File: src/rtl/crc_engine_mc.sv
// Multi-channel CRC engine: NUM_CH independent 16/32-bit CRC channels behind one register bus.
// Latency: register read data 1 cycle after the read edge; data writes fold 1 byte per clock (n cycles busy).
// Backpressure: none on the bus; writes to DATA/GPOLY/CTRL of a busy channel are dropped and flag OVF.
//
// Ports:
//   clk, rst          rising-edge clock, synchronous active-high reset
//   addr[7:4]/[3:2]   channel / register select (other bits ignored)
//   data_wr, rw, sel  write data, 1 = write / 0 = read, transfer strobe
//   data_rd           registered read data, held until the next read
//   busy[NUM_CH]      per-channel engine busy (STATUS.BUSY)
module crc_engine_mc #(
    parameter int NUM_CH = 2
) (
    input  logic              clk,
    input  logic              rst,
    input  logic [31:0]       addr,
    input  logic [31:0]       data_wr,
    input  logic              rw,
    input  logic              sel,
    output logic [31:0]       data_rd,
    output logic [NUM_CH-1:0] busy
);

    localparam logic [31:0] CRC_RST   = 32'hFFFF_FFFF;
    localparam logic [31:0] POLY_RST  = 32'h04C1_1DB7;
    localparam logic [31:0] CTRL_RST  = 32'h0000_0301;
    localparam logic [31:0] CTRL_MASK = 32'h0000_031F;

    typedef enum logic {
        S_IDLE = 1'b0,
        S_RUN  = 1'b1
    } state_t;

    function automatic logic [7:0] rev8(input logic [7:0] b);
        logic [7:0] r;
        for (int k = 0; k < 8; k++) r[k] = b[7-k];
        return r;
    endfunction

    // One byte folded MSB-first into the CRC, width selected by wide (1 = 32 bit).
    function automatic logic [31:0] fold_byte(input logic [31:0] crc, input logic [7:0] b,
                                              input logic [31:0] poly, input logic wide,
                                              input logic tot);
        logic [31:0] c;
        logic [31:0] mask;
        logic [7:0]  bb;
        logic        msb;
        mask = wide ? 32'hFFFF_FFFF : 32'h0000_FFFF;
        bb   = tot ? rev8(b) : b;
        c    = wide ? (crc ^ {bb, 24'h0}) : (crc ^ {16'h0, bb, 8'h0});
        for (int k = 0; k < 8; k++) begin
            msb = wide ? c[31] : c[15];
            c   = ({c[30:0], 1'b0} ^ (msb ? poly : 32'h0)) & mask;
        end
        return c;
    endfunction

    // Read-side post-processing: mask, optional reverse over W bits, optional final XOR.
    function automatic logic [31:0] post_crc(input logic [31:0] crc, input logic [31:0] ctrl);
        logic [31:0] v;
        logic [31:0] r;
        logic [31:0] mask;
        mask = ctrl[0] ? 32'hFFFF_FFFF : 32'h0000_FFFF;
        v    = crc & mask;
        r    = '0;
        if (ctrl[3]) begin
            if (ctrl[0]) begin
                for (int k = 0; k < 32; k++) r[k] = v[31-k];
            end else begin
                for (int k = 0; k < 16; k++) r[k] = v[15-k];
            end
            v = r;
        end
        if (ctrl[2]) v = v ^ mask;
        return v;
    endfunction

    logic [3:0]  ch_idx;
    logic [1:0]  reg_idx;
    logic        wr_en;
    logic        rd_en;
    logic        unused_addr;
    logic [31:0] rd_vals [NUM_CH];

    assign ch_idx      = addr[7:4];
    assign reg_idx     = addr[3:2];
    assign wr_en       = sel & rw;
    assign rd_en       = sel & ~rw;
    assign unused_addr = ^{addr[31:8], addr[1:0]};

    for (genvar i = 0; i < NUM_CH; i++) begin : g_ch
        state_t      state_q, state_d;
        logic [31:0] crc_q, crc_d;
        logic [31:0] poly_q, poly_d;
        logic [31:0] ctrl_q, ctrl_d;
        logic        ovf_q, ovf_d;
        logic [2:0]  cnt_q, cnt_d;
        logic [31:0] buf_q, buf_d;   // pending bytes, next byte in [31:24]
        logic        hit;
        logic        run;
        logic [31:0] wmask;
        logic [2:0]  nbytes;
        logic [31:0] buf_load;
        logic [31:0] rd_val;

        assign hit   = wr_en && (ch_idx == 4'(i));
        assign run   = (state_q == S_RUN);
        assign wmask = ctrl_q[0] ? 32'hFFFF_FFFF : 32'h0000_FFFF;

        always_comb begin
            nbytes   = 3'd4;
            buf_load = data_wr;
            case (ctrl_q[9:8])
                2'd0: begin
                    nbytes   = 3'd1;
                    buf_load = {data_wr[7:0], 24'h0};
                end
                2'd1: begin
                    nbytes   = 3'd2;
                    buf_load = {data_wr[15:0], 16'h0};
                end
                default: begin
                    nbytes   = 3'd4;
                    buf_load = data_wr;
                end
            endcase
        end

        always_comb begin
            state_d = state_q;
            crc_d   = crc_q;
            poly_d  = poly_q;
            ctrl_d  = ctrl_q;
            ovf_d   = ovf_q;
            cnt_d   = cnt_q;
            buf_d   = buf_q;

            if (run) begin
                crc_d = fold_byte(crc_q, buf_q[31:24], poly_q, ctrl_q[0], ctrl_q[4]);
                buf_d = {buf_q[23:0], 8'h0};
                cnt_d = cnt_q - 3'd1;
                if (cnt_q == 3'd1) state_d = S_IDLE;
            end

            if (hit) begin
                case (reg_idx)
                    2'd0: begin
                        if (run) begin
                            ovf_d = 1'b1;
                        end else if (ctrl_q[1]) begin
                            crc_d = data_wr & wmask;
                        end else begin
                            buf_d   = buf_load;
                            cnt_d   = nbytes;
                            state_d = S_RUN;
                        end
                    end
                    2'd1: begin
                        if (run) ovf_d = 1'b1;
                        else     poly_d = data_wr;
                    end
                    2'd2: begin
                        if (run) ovf_d = 1'b1;
                        else     ctrl_d = data_wr & CTRL_MASK;
                    end
                    default: begin
                        if (data_wr[1]) ovf_d = 1'b0;
                    end
                endcase
            end
        end

        always_ff @(posedge clk) begin
            if (rst) begin
                state_q <= S_IDLE;
                crc_q   <= CRC_RST;
                poly_q  <= POLY_RST;
                ctrl_q  <= CTRL_RST;
                ovf_q   <= 1'b0;
                cnt_q   <= 3'd0;
                buf_q   <= 32'h0;
            end else begin
                state_q <= state_d;
                crc_q   <= crc_d;
                poly_q  <= poly_d;
                ctrl_q  <= ctrl_d;
                ovf_q   <= ovf_d;
                cnt_q   <= cnt_d;
                buf_q   <= buf_d;
            end
        end

        always_comb begin
            rd_val = 32'h0;
            case (reg_idx)
                2'd0:    rd_val = post_crc(crc_q, ctrl_q);
                2'd1:    rd_val = poly_q;
                2'd2:    rd_val = ctrl_q;
                default: rd_val = {30'h0, ovf_q, run};
            endcase
        end

        assign rd_vals[i] = rd_val;
        assign busy[i]    = run;
    end

    logic [31:0] data_rd_q, data_rd_d;

    always_comb begin
        data_rd_d = data_rd_q;
        if (rd_en) begin
            data_rd_d = 32'h0;   // out-of-range channels read zero
            for (int c = 0; c < NUM_CH; c++) begin
                if (ch_idx == 4'(c)) data_rd_d = rd_vals[c];
            end
        end
    end

    always_ff @(posedge clk) begin
        if (rst) data_rd_q <= 32'h0;
        else     data_rd_q <= data_rd_d;
    end

    assign data_rd = data_rd_q;

endmodule

File: config.mk
export PLATFORM = sky130hd
export DESIGN_NAME = crc_engine_mc
export DESIGN_NICKNAME = d
export VERILOG_FILES = /design/src/rtl/crc_engine_mc.sv
export SDC_FILE = /design/constraint.sdc
export NUM_CORES = 1
export LEC_CHECK = 0
export BUFFER_PORTS_ARGS = -buffer_cell sky130_fd_sc_hd__buf_2
export CAP_MARGIN = 20
export CORE_MARGIN = 2
export CORE_UTILIZATION = 50
export CTS_BUF_LIST = sky130_fd_sc_hd__clkbuf_8
export DETAILED_ROUTE_END_ITERATION = 16
export GPL_TIMING_DRIVEN = 0
export PLACE_DENSITY = 0.67
export SYNTH_ARGS = -nofsm -noshare
export SYNTH_HDL_FRONTEND = slang
export SYNTH_SLANG_ARGS = --single-unit
File: constraint.sdc
create_clock -name clk -period 6.1 [get_ports clk]
set_input_delay 1.22 -clock clk [delete_from_list [all_inputs] [get_ports clk]]
set_output_delay 1.22 -clock clk [all_outputs]
set_load 0.01 [all_outputs]
==> results by group, run 1 <==
GRT
  • Number of global-route vias before repair: 22700
  • Initial antenna violation count: 5
  • Largest net degree at the start of global routing: 13
  • Grt total ovfl: 0
  • First-pass GRT wire length: approximately 150 mm
  • Gr usage total: 0.428

Routing
  • Vias per std cell: about 6.4
  • Residual DRC: 0
  • Drt total wl: about 100 mm
  • Router iterations before antenna repair: 6
  • Iter 0 DRT Violations: about 4000
  • Post-route ant nets: 0
  • Via count: between 20000 and 30000
  • Wirelength per Cell: 26.3 um

Timing
  • Fin crit share: 0.986
  • Least-Margin Pin Slew: 1.35 ns
  • Min Clock Period, post-route: around 6 ns
  • Slew headroom: 0.100
  • Hold violation total from the final report: 0
  • Fmax: about 170 MHz
  • Setup-failing EPs final: 0
  • Max Slew Vio Count: 0
  • Worst Skew: around 0.052 ns
  • Fin Setup TNS: 0 ns

Worst setup path
  • Data required, critical path: 6.61 ns
  • CP most frequent cell: or3_1
  • Cell Chain, Critical Path: buf_6, mux2i_4, xor2_4, mux2_4, or3_1, a32oi_2, a311oi_4, o32a_1, or4_1, and3_1, or3_1, and2_1, a32o_1, or4b_4, o2111ai_4, buf_2, nand2_1, xnor2_1, a211o_1
  • Crit. End Element: register
  • CP top delay family: simple AND/OR/NAND/NOR gates
  • Slowest CP cell: or4b_4
  • Data arrival time of the worst path: 6.53 ns
  • Critical Path Source Type: register
  • CP Buf/Inv Count: 2
  • Critical path type: register to register
  • Critical Path Max Stage Delay: 0.54 ns
  • Critical path fanouts, max: 10

CTS
  • Worst skew pair latency: 0.67 ns
  • CTS Root Cell: clkbuf_8
  • H-tree lvl count: 2
  • CTS tree: built
  • CTS Hold Bufs: 0
  • CTS Buf Count: 45
  • Clock Sinks: 248
  • Clock tree buffer depth: 3
  • Clk pin slew, worst setup/hold paths: 0.06 ns

Logic synthesis
  • Post-synth top cells: nand2_1, xnor2_1, nor2_1
  • Synth warn: 0
  • Top_reg_cell synth: dfxtp_1
  • Yosys top cell area share: 0.220
  • Ranking of synthesized cells by area: dfxtp_1, xnor2_1, nand2_1
  • Yosys top cell by area: dfxtp_1
  • Ys async rst share: 0
  • Synth Register Bits: 248
  • Mapped Area: 0.0225 mm2
  • Top-count cell post-synth: nand2_1
  • Mapped Cells: 3197
  • Register area share after synthesis: 0.220
  • Number of synthesized flops with an enable pin: 0
  • Post-synth cell types: between 80 and 90
  • Syn nets: 3269
  • Syn Area/Cell: 7.05 um2

Placed design
  • Final RePlAce weighted congestion: 1.05
  • Port bufs: 62
  • Placed Cells: 3855
  • DP HPWL: just under 80 mm

Power
  • Pleak: 9.85 nW
  • Worst ir drop on vdd: 0.000161 V
  • Cell area power density: 161 mW/mm2
  • Power consumption: 4.02 mW

Floorplan
  • Full die area: 0.0468 mm2
  • IO Count: approximately 100
  • DIE HEIGHT: 216 um
  • Die W: 216 um
  • Core footprint: 0.0443 mm2
  • Site row count: 77
  • Starting density of the core: 0.508

Status
  • Status: finished, final reports clean

Cells and area
  • Layout Nets: 3386
  • Layout cells sized above 1: 0.0750
  • Synthesis-to-finish area growth: 10.9%
  • Cell Count, Final, Fillers Out: 3943

Min path
  • Hold Crit Class: register to register

Flow run
  • Max Cap Viol: 0
registers in the layout (all words and copies together) (netlist names):
signal and flops:
g_ch.buf_q 64, g_ch.crc_q 64, g_ch.poly_q 64, data_rd 32, g_ch.ctrl_q 14, g_ch.cnt_q 6, g_ch.ovf_q 2, g_ch.run 2
timing repair:
item / 4_1_cts / 5_1_grt
endpoints found under the setup margin: 60 / 64
buffers inserted: 1 / 5
pin swaps: 0 / 6
gates cloned: 0 / 1
resized for setup: 17 / 42
metrics by stage:
stage	util	hold slack, ns	cell area (um2)	setup slack (ns)
after floorplan	-	0.432	22500	0.756
after global placement	0.532	0.437	23600	-0.378
after detailed placement	0.534	0.448	23600	-0.463
after CTS	0.557	0.457	24700	0.00371
after global routing	0.563	0.472	25000	-0.00232
final	0.564	0.456	25000	0.0829
cells by family after synthesis:
logic type      share of synthesized area
mux                                0.0758
simple gates                        0.234
compound gates                      0.186
fa+ha+maj                         0.00222
flops                               0.220
xor+xnor                            0.221
buf+inv                            0.0600
area by class of cell:
type | count | area [um2]
clock buffers | 56 | 771
flip-flops and latches | 248 | 4970
inverters | 28 | 106
diodes | 5 | 12.5
plain buffers | 308 | 1240
well taps | 592 | 741
fillers | 4428 | 19300
clock inverters | 23 | 195
multi-input cells | 2608 | 16500
repair buffers | 75 | 468
layer usage:
layer | up-vias | track usage | part of all wire
li1 | 11100 | - | -
met1 | 12100 | 0.606 | 0.41
met2 | 1814 | 0.596 | 0.39
met3 | 279 | 0.137 | 0.16
met4 | 0 | 0.168 | 0.040
met5 | - | 0 | 0
power by group:
part           internal (mW)  leakage (nW)  switching (mW)
combinational          0.185          7.31           0.395
sequential              1.64          2.01          0.0164
clock                  0.960         0.535           0.824
total                   2.78          9.85            1.24
cells in the final DEF (no fill, tap or decap), drive strengths merged, types with 10 or more instances in the layout:
cell type	netlist	routed
o221ai	33	33
a211oi	71	71
clkbuf	253	304
and2	21	21
o21ai	78	78
buf	60	135
a21oi	240	240
nor3	42	42
a31oi	15	15
inv	26	37
nor2b	10	10
a221oi	23	23
a211o	18	18
mux2i	154	154
clkinv	2	10
a22oi	39	39
xor2	83	83
xnor2	458	458
nor2	254	254
nand3	95	95
o31ai	20	20
dfxtp	248	248
o211ai	17	17
and3	43	43
nand2	728	728
or3	10	10
path summary, 6_finish.rpt:
path / to / slack (ns) / from / cells after the start
setup / recovery: g_ch[1].crc_q[14] / 0.08 / g_ch[1].ctrl_q[0] / 19
hold reg to reg: g_ch[1].buf_q[0] / 0.46 / g_ch[1].buf_q[0] / 2
hold / removal: g_ch[1].buf_q[0] / 0.46 / g_ch[1].buf_q[0] / 2
setup reg to reg: g_ch[1].crc_q[14] / 0.08 / g_ch[1].ctrl_q[0] / 19
worst reg2reg max path, cell delays in order (launching register included):
cell,delay [ns]
dfxtp_1,0.32
buf_6,0.17
mux2i_4,0.36
xor2_4,0.24
mux2_4,0.38
or3_1,0.39
a32oi_2,0.27
a311oi_4,0.20
o32a_1,0.41
or4_1,0.51
and3_1,0.19
or3_1,0.36
and2_1,0.18
a32o_1,0.32
or4b_4,0.54
o2111ai_4,0.15
buf_2,0.25
nand2_1,0.09
xnor2_1,0.23
a211o_1,0.31
Note: power is estimated with default switching activity, not from simulation.
==> run 2: changes to the inputs <==
ABC_AREA = 1   (was not set)
==> run 2 against run 1 <==
Against the previous run:
- worst setup slack better by 1.3 ns
- sequential share of layout area is 0.48 points higher
- count of clock-buffer cells in the layout is 4 higher
- combinational power is 13% higher
- maximum frequency is 28% higher
- critical path depth is 14 higher
- clock power is 6% higher
- register-to-register slack better by 1.3 ns
- non-clock buffer count is 27 lower
- hold slack better by 0.010 ns
- wire length is 0.62% lower
- synthesized area is 1.3% lower
==> results by group, run 2 <==
CTS
  • Post-CTS resize count: 0 (-17)
  • H-tree lvl count: 2 (unchanged)
  • Clk pin slew, worst setup/hold paths: 0.06 ns (about the same)
  • Worst skew pair latency: 0.63 ns (-0.04 ns)
  • CTS Buf Count: 46 (+2.2%)
  • CTS Hold Bufs: 0 (unchanged)
  • CTS tree: built
  • Setup Buffers After CTS: 0 (-1)
  • CTS Root Cell: clkbuf_8
  • Clock Sinks: 248 (unchanged)
  • Clock tree buffer depth: 3 (unchanged)

Routing
  • Wirelength per Cell: 24.0 um (-9.0%)
  • Vias per std cell: 5.92 (-7.5%)
  • Router iterations before antenna repair: 6 (unchanged)
  • Drt total wl: 103 mm (-0.62%)
  • Residual DRC: 0 (unchanged)
  • Via count: 25500 (+1.0%)
  • Post-route ant nets: 0 (unchanged)
  • Iter 0 DRT Violations: 2989 (-23%)

Timing
  • Fin Setup TNS: 0 ns (unchanged)
  • Hold violation total from the final report: 0 (unchanged)
  • Slew headroom: 0.190 (+0.0902)
  • Fin crit share: 0.773 (-0.214)
  • RSZ-0062 raised after global routing: false
  • Least-Margin Pin Slew: 1.21 ns (-0.135 ns)
  • Setup-failing EPs final: 0 (unchanged)
  • Hold_ws: 0.466 ns (+0.0104 ns)
  • Max Slew Vio Count: 0 (unchanged)
  • Fmax: 212 MHz (+28%)
  • Worst Skew: 0.0302 ns (-0.0221 ns)
  • Min Clock Period, post-route: 4.71 ns (-1.30 ns)

Floorplan
  • Site row count: 77 (unchanged)
  • Die W: 215 um (-0.65%)
  • DIE HEIGHT: 215 um (-0.65%)
  • IO Count: 102 (unchanged)
  • Full die area: 0.0462 mm2 (-1.3%)
  • Starting density of the core: 0.505 (-0.00337)
  • Core footprint: 0.0440 mm2 (-0.65%)

Logic synthesis
  • Mapped Area: 0.0222 mm2 (-1.3%)
  • Yosys top cell area share: 0.223 (+0.00293)
  • Post-synth cell types: 42 (-51%)
  • Syn Area/Cell: 6.25 um2 (-11%)
  • Register area share after synthesis: 0.223 (+0.00293)
  • Ranking of synthesized cells by area: dfxtp_1, nand2_1, xnor2_1
  • Yosys top cell by area: dfxtp_1
  • Top-count cell post-synth: nand2_1
  • Synth Register Bits: 248 (unchanged)
  • Synth warn: 0 (unchanged)
  • Number of synthesized flops with an enable pin: 0 (unchanged)
  • Mapped Cells: 3557 (+11%)
  • Top_reg_cell synth: dfxtp_1
  • Syn nets: 3629 (+11%)
  • Ys async rst share: 0 (unchanged)
  • Post-synth top cells: nand2_1, inv_1, nand3_1

Power
  • Reg power frac: 0.394 (-0.018)
  • Sw power: 1.28 mW (+3.6%)
  • Gate power share: 0.157 (+0.013)
  • Worst ir drop on vdd: 0.000152 V (-5.4%)
  • Pleak: 11.3 nW (+15%)
  • P_int: 2.90 mW (+4.1%)
  • Clock power share: 0.450 (+0.006)
  • Sw frac: 0.306 (-0.00109)
  • Cell area power density: 171 mW/mm2 (+6.5%)

Cells and area
  • Commonest non-fill, non-tap cell in the layout: nand2_1
  • Synthesis-to-finish area growth: 9.68%
  • Cell Count, Final, Fillers Out: 4305 (+9.2%)
  • Largest registers: g_ch.buf_q (64), g_ch.crc_q (64), g_ch.poly_q (64)
  • Util after Layout: 0.554 (-0.00988)
  • Layout Nets: 3749 (+11%)
  • Layout cells sized above 1: 0.0800 (+0.00500)
  • Commonest non-fill, non-tap cells in the layout: nand2_1, inv_1, nand3_1, dfxtp_1, xnor2_1

Worst setup path
  • Crit. End Element: register
  • Critical path type: register to register
  • CP Buf/Inv Count: 7 (+5)
  • CP top delay family: simple AND/OR/NAND/NOR gates
  • Critical Path Source Type: register
  • Data arrival time of the worst path: 5.21 ns (-1.32 ns)
  • CP most frequent cell: nand2_1
  • Data required, critical path: 6.60 ns (about the same)
  • Slowest CP cell: xnor2_1
  • Critical Path Max Stage Delay: 0.34 ns (-0.20 ns)
  • Critical path fanouts, max: 10 (unchanged)

GRT
  • First-pass GRT wire length: 151 mm (+1.4%)
  • Grt total ovfl: 0 (unchanged)
  • Gr usage total: 0.435 (+0.00728)
  • Number of global-route vias before repair: 23500 (+3.6%)
  • Largest net degree at the start of global routing: 14 (+1)
  • Initial antenna violation count: 2 (-3)

Placed design
  • DP HPWL: 80.1 mm (+3.5%)
  • Placed Cells: 4221 (+9.5%)
  • Port bufs: 72 (+16%)
  • Final RePlAce weighted congestion: 1.07 (+2.4%)

Status
  • Status: finished, final reports clean

Min path
  • Hold Crit Class: register to register

Flow run
  • Max Cap Viol: 0 (unchanged)
run 2: changes by cell type after synthesis, sizes merged, moves of 113 or more:
cell	change
inv	+301
nand3	+194
mux2i	-154
xor2	+118
o21ai	+138
o22ai	+113
xnor2	-218
nand2	+335
run 2: layout make-up:
class | instances | area, um2
diodes | 1 | 2.50
inverters | 333 | 1250
clock buffers | 60 | 826
flip-flops and latches | 248 | 4960
well taps | 592 | 741
multi-input cells | 2692 | 14700
plain buffers | 284 | 1330
fillers | 4635 | 19600
repair buffers | 72 | 360
clock inverters | 23 | 221
run 2: kinds of logic after synthesis:
logic type | share of synthesized area
xor gates and xnor gates | 0.176
buffers and inverters | 0.116
AOI/OAI and AO/OA | 0.195
DFF | 0.223
adders and majority gates | 0.00225
and+or+nand+nor | 0.287
run 2: power by group through the flow:
stage | Sequential (mW) | Combinational [mW] | Clock (mW)
floorplan | 1.68 | 0.414 | 0
global placement | 1.68 | 0.622 | 0
detailed placement | 1.68 | 0.625 | 0
CTS | 1.64 | 0.628 | 1.86
global route | 1.64 | 0.692 | 1.94
finish | 1.64 | 0.654 | 1.88
run 2: layer usage:
metal	GRT usage	vias to the layer above	wire length [um]
met3	0.0762	438	10000
met5	0	-	26
met2	0.682	1543	44300
met4	0.343	4	9750
met1	0.528	11700	39100
li1	-	11800	-
run 2: worst reg2reg max path, delay by kind of cell, from the launching register on:
kind	cells	cell delay [ns]
simple gates	23	2.52
buf+inv	7	1.04
xor+xnor	2	0.56
flops	1	0.33
compound gates	1	0.19
run 2: path summary, 6_finish.rpt:
path	cells past startpoint	slack, ns	start	end
setup / recovery	33	1.39	g_ch[1].ctrl_q[0]	g_ch[1].crc_q[14]
hold / removal	2	0.47	data_rd[16]	data_rd[16]
setup reg to reg	33	1.39	g_ch[1].ctrl_q[0]	g_ch[1].crc_q[14]
hold reg to reg	2	0.47	data_rd[16]	data_rd[16]
run 2: stage by stage:
step | power (mW) | instance area [um2] | setup slack (ns)
6_report | 4.18 | 24400 | 1.39
3_3_place_gp | 2.30 | 23300 | 1.30
5_1_grt | 4.27 | 24400 | 1.10
4_1_cts | 4.13 | 24400 | 1.47
3_5_place_dp | 2.30 | 23300 | 1.29
2_1_floorplan | 2.09 | 22200 | 2.64
